**config.mk**
```make
export PLATFORM = sky130hd
export DESIGN_NAME = inv_dir_unit
export DESIGN_NICKNAME = d
export VERILOG_FILES = /design/src/rtl/inv_dir_unit.sv
export SDC_FILE = /design/constraint.sdc
export NUM_CORES = 1
export LEC_CHECK = 0
export ABC_AREA = 1
export CAP_MARGIN = 20
export CORE_MARGIN = 1.5
export CORE_UTILIZATION = 54
export CTS_BUF_LIST = sky130_fd_sc_hd__clkbuf_8
export DETAILED_ROUTE_END_ITERATION = 12
export GPL_TIMING_DRIVEN = 0
export PLACE_DENSITY = 0.79
export RECOVER_POWER = 25
export SLEW_MARGIN = 10
export SYNTH_ARGS = -nofsm -noshare
export SYNTH_HDL_FRONTEND = slang
export SYNTH_SLANG_ARGS = --single-unit
```
**constraint.sdc**
```tcl
create_clock -name clk -period 3.6 [get_ports clk]
set_input_delay 0.54 -clock clk [delete_from_list [all_inputs] [get_ports clk]]
set_output_delay 0.54 -clock clk [all_outputs]
set_load 0.1 [all_outputs]
```
**src/rtl/inv_dir_unit.sv**
```systemverilog
// inv_dir_unit: per-lane fixed-point reciprocal for ray setup.
//   Computes inv_out[i] = 1.0 / dir_in[i] (Q_BITS fraction bits, two's complement) for LANES
//   lanes in lockstep. It uses a restoring divider that produces one quotient bit per cycle.
//   Zero lanes and out-of-range results saturate.
// Ports:
//   clk        clock, all logic on posedge
//   reset      synchronous active-low reset
//   in_valid   dir_in valid            in_ready   unit idle, can accept a vector
//   dir_in     lane i at [i*WIDTH +: WIDTH]
//   out_valid  result valid            out_ready  downstream accepts result
//   inv_out    reciprocals, same packing as dir_in
//   zero_mask  bit i set when lane i input was zero (result forced to MAX)
//   busy       state is not idle
module inv_dir_unit #(
   parameter int unsigned WIDTH  = 16,
   parameter int unsigned Q_BITS = 12,
   parameter int unsigned LANES  = 3
) (
   input  logic                     clk,
   input  logic                     reset,
   input  logic                     in_valid,
   output logic                     in_ready,
   input  logic [LANES*WIDTH-1:0]   dir_in,
   output logic                     out_valid,
   input  logic                     out_ready,
   output logic [LANES*WIDTH-1:0]   inv_out,
   output logic [LANES-1:0]         zero_mask,
   output logic                     busy
);

   localparam int unsigned ITER = 2 * Q_BITS + 1;  // quotient bits of 2^(2*Q_BITS) / m
   localparam int unsigned CW   = $clog2(ITER);
   localparam int unsigned MW   = WIDTH + 1;       // magnitude width, holds |MIN|
   localparam int unsigned RW   = WIDTH + 2;       // partial remainder, up to 2*m

   localparam logic [WIDTH-1:0] MAX     = {1'b0, {(WIDTH-1){1'b1}}};
   localparam logic [WIDTH-1:0] MIN     = {1'b1, {(WIDTH-1){1'b0}}};
   localparam logic [ITER-1:0]  POS_LIM = {{(ITER-WIDTH){1'b0}}, MAX};
   localparam logic [ITER-1:0]  NEG_LIM = {{(ITER-WIDTH){1'b0}}, MIN};  // 2^(WIDTH-1)
   localparam logic [CW-1:0]    LAST    = CW'(ITER - 1);

   typedef enum logic [1:0] {StIdle, StDivide, StDone} state_e;

   state_e                   state_q, state_d;
   logic [CW-1:0]            cnt_q, cnt_d;
   logic [MW-1:0]            mag_q [LANES];
   logic [MW-1:0]            mag_d [LANES];
   logic [RW-1:0]            rem_q [LANES];
   logic [RW-1:0]            rem_d [LANES];
   logic [ITER-1:0]          quo_q [LANES];
   logic [ITER-1:0]          quo_d [LANES];
   logic [LANES-1:0]         neg_q, neg_d;
   logic [LANES-1:0]         zero_q, zero_d;
   logic [LANES*WIDTH-1:0]   inv_out_q, inv_out_d;
   logic [LANES-1:0]         zero_mask_q, zero_mask_d;
   logic                     out_valid_q, out_valid_d;

   // One restoring step per lane, plus the saturated result of that step.
   logic [RW-1:0]            rem_sh   [LANES];
   logic [RW-1:0]            step_rem [LANES];
   logic [ITER-1:0]          step_quo [LANES];
   logic [LANES*WIDTH-1:0]   res_all;

   // Input lane decode for the accept cycle.
   logic [MW-1:0]            in_mag  [LANES];
   logic [LANES-1:0]         in_neg;
   logic [LANES-1:0]         in_zero;

   always_comb begin
      res_all = '0;
      for (int unsigned i = 0; i < LANES; i++) begin
         // Dividend is 2^(2*Q_BITS): its only set bit enters on the first step.
         rem_sh[i] = {rem_q[i][RW-2:0], (cnt_q == '0)};
         if (rem_sh[i] >= {1'b0, mag_q[i]}) begin
            step_rem[i] = rem_sh[i] - {1'b0, mag_q[i]};
            step_quo[i] = {quo_q[i][ITER-2:0], 1'b1};
         end else begin
            step_rem[i] = rem_sh[i];
            step_quo[i] = {quo_q[i][ITER-2:0], 1'b0};
         end

         if (zero_q[i]) begin
            res_all[i*WIDTH +: WIDTH] = MAX;
         end else if (!neg_q[i]) begin
            res_all[i*WIDTH +: WIDTH] = (step_quo[i] > POS_LIM) ? MAX : step_quo[i][WIDTH-1:0];
         end else begin
            res_all[i*WIDTH +: WIDTH] = (step_quo[i] > NEG_LIM) ? MIN : -step_quo[i][WIDTH-1:0];
         end

         in_neg[i]  = dir_in[i*WIDTH + WIDTH - 1];
         in_zero[i] = (dir_in[i*WIDTH +: WIDTH] == '0);
         // Sign-extend before negating so MIN maps to +2^(WIDTH-1).
         in_mag[i]  = in_neg[i] ? -{dir_in[i*WIDTH + WIDTH - 1], dir_in[i*WIDTH +: WIDTH]}
                                :  {1'b0, dir_in[i*WIDTH +: WIDTH]};
      end
   end

   always_comb begin
      state_d     = state_q;
      cnt_d       = cnt_q;
      mag_d       = mag_q;
      rem_d       = rem_q;
      quo_d       = quo_q;
      neg_d       = neg_q;
      zero_d      = zero_q;
      inv_out_d   = inv_out_q;
      zero_mask_d = zero_mask_q;
      out_valid_d = out_valid_q;

      unique case (state_q)
         StIdle: begin
            if (in_valid) begin
               cnt_d  = '0;
               neg_d  = in_neg;
               zero_d = in_zero;
               for (int unsigned i = 0; i < LANES; i++) begin
                  mag_d[i] = in_mag[i];
                  rem_d[i] = '0;
                  quo_d[i] = '0;
               end
               if (&in_zero) begin
                  state_d     = StDone;
                  inv_out_d   = {LANES{MAX}};
                  zero_mask_d = in_zero;
                  out_valid_d = 1'b1;
               end else begin
                  state_d = StDivide;
               end
            end
         end

         StDivide: begin
            for (int unsigned i = 0; i < LANES; i++) begin
               if (!zero_q[i]) begin  // zero lanes keep their divider quiet
                  rem_d[i] = step_rem[i];
                  quo_d[i] = step_quo[i];
               end
            end
            if (cnt_q == LAST) begin
               cnt_d       = '0;
               state_d     = StDone;
               inv_out_d   = res_all;
               zero_mask_d = zero_q;
               out_valid_d = 1'b1;
            end else begin
               cnt_d = cnt_q + 1'b1;
            end
         end

         StDone: begin
            if (out_ready) begin
               state_d     = StIdle;
               out_valid_d = 1'b0;
            end
         end

         default: state_d = StIdle;
      endcase
   end

   always_ff @(posedge clk) begin
      if (!reset) begin
         state_q     <= StIdle;
         cnt_q       <= '0;
         neg_q       <= '0;
         zero_q      <= '0;
         inv_out_q   <= '0;
         zero_mask_q <= '0;
         out_valid_q <= 1'b0;
         for (int unsigned i = 0; i < LANES; i++) begin
            mag_q[i] <= '0;
            rem_q[i] <= '0;
            quo_q[i] <= '0;
         end
      end else begin
         state_q     <= state_d;
         cnt_q       <= cnt_d;
         neg_q       <= neg_d;
         zero_q      <= zero_d;
         inv_out_q   <= inv_out_d;
         zero_mask_q <= zero_mask_d;
         out_valid_q <= out_valid_d;
         for (int unsigned i = 0; i < LANES; i++) begin
            mag_q[i] <= mag_d[i];
            rem_q[i] <= rem_d[i];
            quo_q[i] <= quo_d[i];
         end
      end
   end

   assign in_ready  = (state_q == StIdle);
   assign busy      = (state_q != StIdle);
   assign out_valid = out_valid_q;
   assign inv_out   = inv_out_q;
   assign zero_mask = zero_mask_q;

endmodule

```
==> results of run 1 <==
## cells in the final DEF, fill, tap and decap left out, types with 24 or more instances in the layout
| master | instances |
|---|---|
| nand4_1 | 26 |
| inv_1 | 260 |
| a21oi_1 | 274 |
| nor3_1 | 33 |
| clkbuf_8 | 54 |
| o211ai_1 | 24 |
| clkbuf_1 | 65 |
| xor2_1 | 51 |
| buf_4 | 40 |
| xnor2_1 | 24 |
| nand2_1 | 509 |
| nand3_1 | 108 |
| ha_1 | 55 |
| o21ai_0 | 128 |
| dfxtp_1 | 237 |
| clkdlybuf4s50_1 | 103 |
| o21ai_1 | 33 |
| nor2_1 | 177 |
## what timing repair did
item	CTS	global route
resized for setup	31	53
setup buffers	16	24
setup endpoints to repair	48	48
pin swaps	7	28
hold buffers	0	0
## report_power, final
part           internal [uW]  switching (uW)  total [uW]
Sequential              3260             413        3670
Clock                   1400            1110        2510
Combinational           4270            8480       12800
Total                   8930           10000       18900
## cells by family after synthesis
family,synth area share
simple gates,0.282
compound gates,0.187
buf+inv,0.0976
flops,0.330
xor+xnor,0.0453
fa+ha+maj,0.0577
## per-stage QoR
step	hold slack (ps)	std cells
after global placement	448	2633
after floorplan	430	2195
after global routing	374	2743
final	369	2743
after CTS	350	2719
after detailed placement	457	2633
## synth_stat cells (17+ instances only)
library cell | number | area [sq um]
a21oi_1 | 276 | 1380
o211ai_1 | 24 | 180
nor3_1 | 33 | 165
dfxtp_1 | 239 | 4780
or2_2 | 17 | 106
inv_1 | 254 | 953
nand4_1 | 26 | 163
o21ai_1 | 27 | 135
nand3_1 | 117 | 586
ha_1 | 62 | 776
clkbuf_1 | 63 | 236
nand2_1 | 520 | 1950
xnor2_1 | 24 | 210
xor2_1 | 51 | 447
o21ai_0 | 135 | 676
nor2_1 | 180 | 676
## flip-flops by register name, indices dropped and copies added (netlist names)
signal     flops
quo_q         72
neg_q          3
out_valid      1
inv_out       48
zero_q         3
state_q        2
cnt_q          5
rem_q         51
zero_mask      3
mag_q         51
## critical path: cells and delay by family, from the launching register on
| family | cells | cell delay [ps] |
|---|---|---|
| flops | 1 | 360 |
| fa+ha+maj | 4 | 840 |
| buf+inv | 6 | 660 |
| compound gates | 2 | 220 |
| simple gates | 11 | 1230 |
## routing by layer
| layer | track usage | vias up | wire, um |
|---|---|---|---|
| met5 | 0 | - | 0 |
| met3 | 0.0433 | 90 | 3300 |
| met4 | 0.129 | 0 | 1660 |
| met2 | 0.526 | 592 | 20700 |
| met1 | 0.379 | 7068 | 18200 |
| li1 | - | 7560 | - |
## cell type report
class	count	share of cell area
sequential	239	0.276
multi-input combinational	1600	0.492
clock buffer	54	0.0429
tap	335	0.0242
clock inverter	16	0.00520
buffer	91	0.0242
inverter	265	0.0586
timing repair buffer	143	0.0772
## worst max-delay path by stage
stage / end / slack (ps) / cells after the start
after floorplan: inv_out[17]$_SDFFE_PN0P_ / 260 / 22
after global placement: inv_out[3]$_SDFFE_PN0P_ / -960 / 26
after detailed placement: inv_out[1]$_SDFFE_PN0P_ / -990 / 26
after CTS: inv_out[30]$_SDFFE_PN0P_ / 3 / 25
after global routing: inv_out[16]$_SDFFE_PN0P_ / -20 / 23
final: inv_out[31]$_SDFFE_PN0P_ / 140 / 23
==> results.cfg, run 1 <==
[yosys]
syn_nets = 2312
ys_warn_count = 0
synth_seq_cells = 239
avgSynthCellArea_sq_um = 6.60
ys_types = 53
synth_edf_count = 0
async_flop_share = 0
synth_area_sq_um = 14500
ys.flop_type = dfxtp_1
syn_inst = 2195
ys_seq_area_frac = 0.330

[grt]
grt-ovfl-total = 0
grt_max_degree = 11
grt_pass1_vias = 13900
grt_first_pass_wirelength_um = 68900
grt.total_usage = 0.304
antenna_found_initial = 0

[hold_path]
hp-class = input pin to flop
worstHoldEndpoint = mag_q[1]$_SDFFE_PN0P_
hp-start = dir_in[47]
hold_depth = 3

[setup_path]
cp_cell_sequence = inv_2 -> ha_4 -> nand4_1 -> buf_6 -> ha_4 -> inv_1 -> fa_2 -> nand4_1 -> nand3_2 -> nand2_2 -> nand2_4 -> buf_6 -> clkinvlp_4 -> ha_4 -> nand4_1 -> nor2_2 -> nand2_1 -> a21oi_2 -> nand2_2 -> inv_4 -> nand3_1 -> nand2_1 -> a21oi_1
critPathMaxStageDelay_ps = 410
end_kind = flop
cp.arrival_ps = 3870
r2r_start = cnt_q[1]$_SDFFE_PN0P_
cpMaxStageDelayCell = fa_2
r2r-end = inv_out[31]$_SDFFE_PN0P_
cp.required_ps = 4010
path_class = flop to flop
worstPathMaxFanout = 8
crit_path_start_kind = flop
startpoint = cnt_q[1]$_SDFFE_PN0P_
reg2regPathDepth = 23
reg2reg_slack_ps = 140

[die]
initial_core_util = 0.553
coreArea_sq_um = 26200
die_y_um = 167
dieArea_sq_um = 27800
num_io_pins = 106
dieWidth_um = 167
rows = 59

[timing]
drv_slew = 0
timing.slew.headroom = 0.286
fin_crit_sh = 0.960
setup_ws_ps = 144
finalCriticalPeriod_ps = 3460
hold_violations = 0
setup_viol = 0
setup_tns_ps = 0
clock.fmax_ghz = 0.289
finClkSkew_ps = 16.3
tightest_slew_ps = 1070

[outcome]
violations = design-rule violations
status = complete, but fails checks

[drt]
drt_first_iter_violations = 1310
ant_nets = 0
via_count = 15300
wl_um = 43900
drcViolationCount = 4
wire_per_inst_um = 16.0
viasPerCell = 5.58
first_pass_iters = 10

[final_layout]
drive_gt1_frac = 0.0939
fin_area_sq_um = 17300
fill_cells = 2359
fin_util = 0.661
num-nets-final = 2498
multi_input_area_sq_um = 8520
syn_to_final_growth_pct = 19.6
register_area_sq_um = 4790
diodes = 0

[clock_network]
cts_sinks = 239
cts_inserted_buffers = 41
path_clk_slew_ps = 60
clk_latency_ps = 560
htree_num_levels = 2
tritoncts = done
cts-root-buf = clkbuf_8
ctsLongestPathBuffers = 3

[pwr]
power_uw = 18900
p_leak_uw = 0.00762
cellPowerDensity_nw_per_um2 = 1090
vdd_drop_max_mv = 0.665

[place]
pre_cts_slack_ps = -989
gp_congestion = 0.932
dpl_cell_area_sq_um = 15900
hpwlAfterDp_um = 32300
io_buffers = 103

[job]
cap_violations = 0
Power figures use the tool's default switching activity.
==> run 2, diff against run 1 <==
- CORE_MARGIN: 1.5 -> 10
- GPL_ROUTABILITY_DRIVEN: unset -> 0
- REMOVE_ABC_BUFFERS: unset -> 1
==> results.cfg, run 2 (synthesis gave the netlist of run 1 again) <==
[timing]
fin_crit_sh = 0.966
tightest_slew_ps = 1250
holdWs_ps = 454
finalCriticalPeriod_ps = 3480
setup_viol = 0
hold_violations = 0
clock.fmax_ghz = 0.288
rsz0062_at_grt = true
drv_slew = 0
timing.slew.headroom = 0.165
finClkSkew_ps = 17.4

[clock_network]
tritoncts = done
cts_inserted_buffers = 41
htree_num_levels = 2
cts_sinks = 239
clk_latency_ps = 570
ctsLongestPathBuffers = 3
path_clk_slew_ps = 60
cts-root-buf = clkbuf_8

[place]
hpwlAfterDp_um = 26100
placedCellCount = 2554
io_buffers = 105

[pwr]
p_leak_uw = 0.00757
p_seq_frac = 0.197
p_comb_frac = 0.667
vdd_drop_max_mv = 0.487
swShare = 0.523
p_clk_frac = 0.136
power.switching_uw = 9750
power_uw = 18700
cellPowerDensity_nw_per_um2 = 1080
intPower_uw = 8910

[final_layout]
largest_reg_flops = 72
drive_gt1_frac = 0.0943
top_register = quo_q
layout_common_cells = nand2_1 (508), a21oi_1 (276), inv_1 (256)
largest_registers = quo_q (72), mag_q (51), rem_q (51)
syn_to_final_growth_pct = 18.9
diodes = 0
num-nets-final = 2421
mostFrequentLayoutCell = nand2_1
final_cells = 2669

[grt]
grt_first_pass_wirelength_um = 62200
grt_pass1_vias = 13700
grt.total_usage = 0.214
grt-ovfl-total = 0
grt_max_degree = 97
grt-busiest-layer = met2
globalRouteMet1Util = 0.258
met3_usage = 0.0397
met2_usage = 0.375
antenna_found_initial = 0

[drt]
via_count = 14700
drcViolationCount = 0
viasPerCell = 5.51
first_pass_iters = 7
drt_first_iter_violations = 1257
wl_um = 37700
wire_per_inst_um = 14.1
ant_nets = 0

[die]
dieWidth_um = 184
die_y_um = 184
dieArea_sq_um = 33800
num_io_pins = 106
rows = 59
coreArea_sq_um = 26200
initial_core_util = 0.553

[setup_path]
worstPathMaxFanout = 8
crit_path_start_kind = flop
end_kind = flop
cp.arrival_ps = 3990
path_class = flop to flop
cp.required_ps = 4120

[hold_path]
hp-class = flop to flop

[job]
cap_violations = 0

[outcome]
status = finished clean
run 2: timing repair:
item	CTS	global route
pin swaps	9	20
setup buffers	16	22
resized for setup	40	36
cloned	4	1
hold buffers	0	0
endpoints found under the setup margin	51	48
run 2: path summary, 6_finish.rpt:
path	start	end	slack, ps	cells past startpoint
max	cnt_q[0]$_SDFFE_PN0P_	inv_out[32]$_SDFFE_PN0P_	120	24
min	mag_q[16]$_SDFFE_PN0P_	mag_q[16]$_SDFFE_PN0P_	450	2
max reg2reg	cnt_q[0]$_SDFFE_PN0P_	inv_out[32]$_SDFFE_PN0P_	120	24
min reg2reg	mag_q[16]$_SDFFE_PN0P_	mag_q[16]$_SDFFE_PN0P_	450	2
run 2: area by class of cell:
class / instances / area (sq um)
Multi-Input combinational cell: 1604 / 8590
Sequential cell: 239 / 4790
Timing Repair Buffer: 153 / 1550
Clock buffer: 50 / 688
Fill cell: 2292 / 8980
Clock inverter: 23 / 163
Inverter: 265 / 1030
Tap cell: 335 / 419
run 2: per-layer routing:
metal  wire [um]  part of all wire
met5           0                 0
met4         913             0.024
met3        1980             0.052
met2       18300              0.49
met1       16500              0.44
run 2: critical path, cell delays in order (launching register included):
cell,delay [ps]
dfxtp_2,350
inv_2,60
ha_4,160
nand4_1,120
buf_6,160
ha_4,130
inv_2,40
fa_2,380
nand4_1,110
nand3_2,110
nand2_4,110
nand2_8,90
clkinv_8,90
ha_4,130
inv_2,40
nor3_4,200
nand3_2,170
nor2_4,170
nand3_2,90
nand2_2,150
buf_4,130
nor2_1,50
o21ai_0,250
nand2_1,80
inv_1,50
run 2: through the flow:
step	setup TNS [ps]	setup slack, ps	cell area, sq um	util
floorplan	-187190	-1350	14100	-
global placement	-481680	-2740	15500	0.593
detailed placement	-41430	-1140	15800	0.604
CTS	0	6.80	17000	0.649
global route	-520	-67.0	17200	0.657
finish	0	122	17200	0.657
run 2: power by group through the flow:
stage               combinational (uW)  sequential, uW  clock (uW)
floorplan                         6380            5540           0
global placement                 11200            3770           0
detailed placement               10900            3710           0
CTS                              11800            3660        2610
global route                     13700            3750        2730
finish                           12400            3670        2540
==> run 3, diff against run 2 <==
- CORE_MARGIN: 10 -> 4
- GPL_TIMING_DRIVEN: 0 -> unset
==> results.cfg, run 3 (synthesis gave the netlist of run 1 again) <==
[timing]
drv_slew = 0
tightest_slew_ps = 1340
clock.fmax_ghz = 0.292
hold_violations = 0
setup_viol = 0
fin_crit_sh = 0.950
timing.slew.headroom = 0.104
holdWs_ps = 455
finClkSkew_ps = 20.3
finalCriticalPeriod_ps = 3420
setup_tns_ps = 0

[setup_path]
worstPathMaxFanout = 4
cp.arrival_ps = 3900
path_class = flop to flop
cp.required_ps = 4080
crit_path_start_kind = flop
end_kind = flop

[drt]
m1WireLength_um = 16200
dr.max_layer_used = met4
wire_per_inst_um = 13.7
drt_first_iter_violations = 1185
via_count = 14400
ant_nets = 0
drcViolationCount = 0
viasPerCell = 5.45
met3WireLength_um = 1830
first_pass_iters = 6
wl_um = 36300
routed-wl-met2_um = 17400

[pwr]
p_leak_uw = 0.00740
power.switching_uw = 9220
intPower_uw = 8520
p_seq_frac = 0.207
p_comb_frac = 0.637
cellPowerDensity_nw_per_um2 = 1050
p_clk_frac = 0.156
vdd_drop_max_mv = 0.729
power_uw = 17700
swShare = 0.520

[place]
io_buffers = 105
hpwlAfterDp_um = 25800

[clock_network]
tritoncts = done
ctsLongestPathBuffers = 3
hold_buffers = 0
htree_num_levels = 2
path_clk_slew_ps = 60
cts_sinks = 239
cts_inserted_buffers = 40
clk_latency_ps = 540
cts-root-buf = clkbuf_8

[final_layout]
layout_common_cells = nand2_1 (511), a21oi_1 (276), inv_1 (259)
largest_reg_flops = 72
mostFrequentLayoutCell = nand2_1
top_register = quo_q
largest_registers = quo_q (72), mag_q (51), rem_q (51)
drive_gt1_frac = 0.0792
syn_to_final_growth_pct = 16.2
num-nets-final = 2400

[grt]
grt_first_pass_wirelength_um = 60400
grt-ovfl-total = 0
antenna_found_initial = 1
grt_max_degree = 76
grt_pass1_vias = 13500
grt.total_usage = 0.238

[die]
dieWidth_um = 172
num_io_pins = 106
die_y_um = 172
coreArea_sq_um = 26200
dieArea_sq_um = 29500
initial_core_util = 0.553
rows = 59

[outcome]
status = finished clean

[job]
cap_violations = 0

[hold_path]
hp-class = flop to flop
run 3: cell count changes in the layout (fill, tap and decap cells not counted), moves of 4 or more:
cell,before,now
nand2_4,11,3
clkinv_2,8,4
nand2_2,10,14
buf_16,4,0
buf_4,37,26
run 3: worst max-delay path, stage by stage (launching register included):
cell,delay (ps)
dfxtp_2,340
inv_1,60
ha_2,190
nand4_1,110
buf_6,150
ha_1,140
inv_1,60
fa_2,370
nand4_1,100
nand3_1,120
nand2_2,100
nand2_2,60
clkinv_1,60
ha_1,150
inv_1,70
nor3_4,220
nand3_2,150
nor2_4,130
nand3_1,110
nand2_2,170
buf_4,120
nor2_1,40
o21ai_0,230
nand2_1,70
inv_1,60
run 3: per-layer routing:
| layer | track usage | vias up |
|---|---|---|
| met5 | 0 | - |
| met4 | 0.0865 | 0 |
| met3 | 0.0326 | 91 |
| met2 | 0.412 | 382 |
| met1 | 0.302 | 6584 |
| li1 | - | 7372 |
run 3: layout make-up:
cell class                      count  area (sq um)
Antenna cell                        1          2.50
Clock inverter                     18           209
Clock buffer                       52           716
Timing Repair Buffer              137          1290
Fill cell                        2370          9370
Tap cell                          335           419
Inverter                          265          1010
Sequential cell                   239          4790
Multi-Input combinational cell   1600          8400
run 3: power groups by stage:
stage | Combinational [uW] | Clock [uW] | Sequential (uW)
after floorplan | 6380 | 0 | 5540
after global placement | 10700 | 0 | 3700
after detailed placement | 10800 | 0 | 3710
after CTS | 10900 | 2830 | 3670
after global routing | 12500 | 2930 | 3740
final | 11300 | 2770 | 3670
run 3: through the flow:
| step | area [sq um] | setup WS [ps] | cells | utilization |
|---|---|---|---|---|
| after floorplan | 14100 | -1350 | 2104 | - |
| after global placement | 15800 | 99.7 | 2567 | 0.601 |
| after detailed placement | 15800 | -21.6 | 2567 | 0.601 |
| after CTS | 16700 | 17.7 | 2639 | 0.637 |
| after global routing | 16800 | -67.0 | 2647 | 0.642 |
| final | 16800 | 181 | 2647 | 0.642 |
run 3: timing repair:
item / in CTS / in global routing
hold endpoints to repair: 0 / 0
cloned: 0 / 1
resized for setup: 0 / 39
pin swaps: 1 / 5
setup buffers: 2 / 6
setup endpoints to repair: 10 / 44
run 3: final timing paths:
path / start / endpoint / slack, ps / depth (start not counted)
min reg2reg: mag_q[33]$_SDFFE_PN0P_ / mag_q[33]$_SDFFE_PN0P_ / 450 / 2
max reg2reg: cnt_q[0]$_SDFFE_PN0P_ / inv_out[36]$_SDFFE_PN0P_ / 180 / 24
max: cnt_q[0]$_SDFFE_PN0P_ / inv_out[36]$_SDFFE_PN0P_ / 180 / 24
min: mag_q[33]$_SDFFE_PN0P_ / mag_q[33]$_SDFFE_PN0P_ / 450 / 2
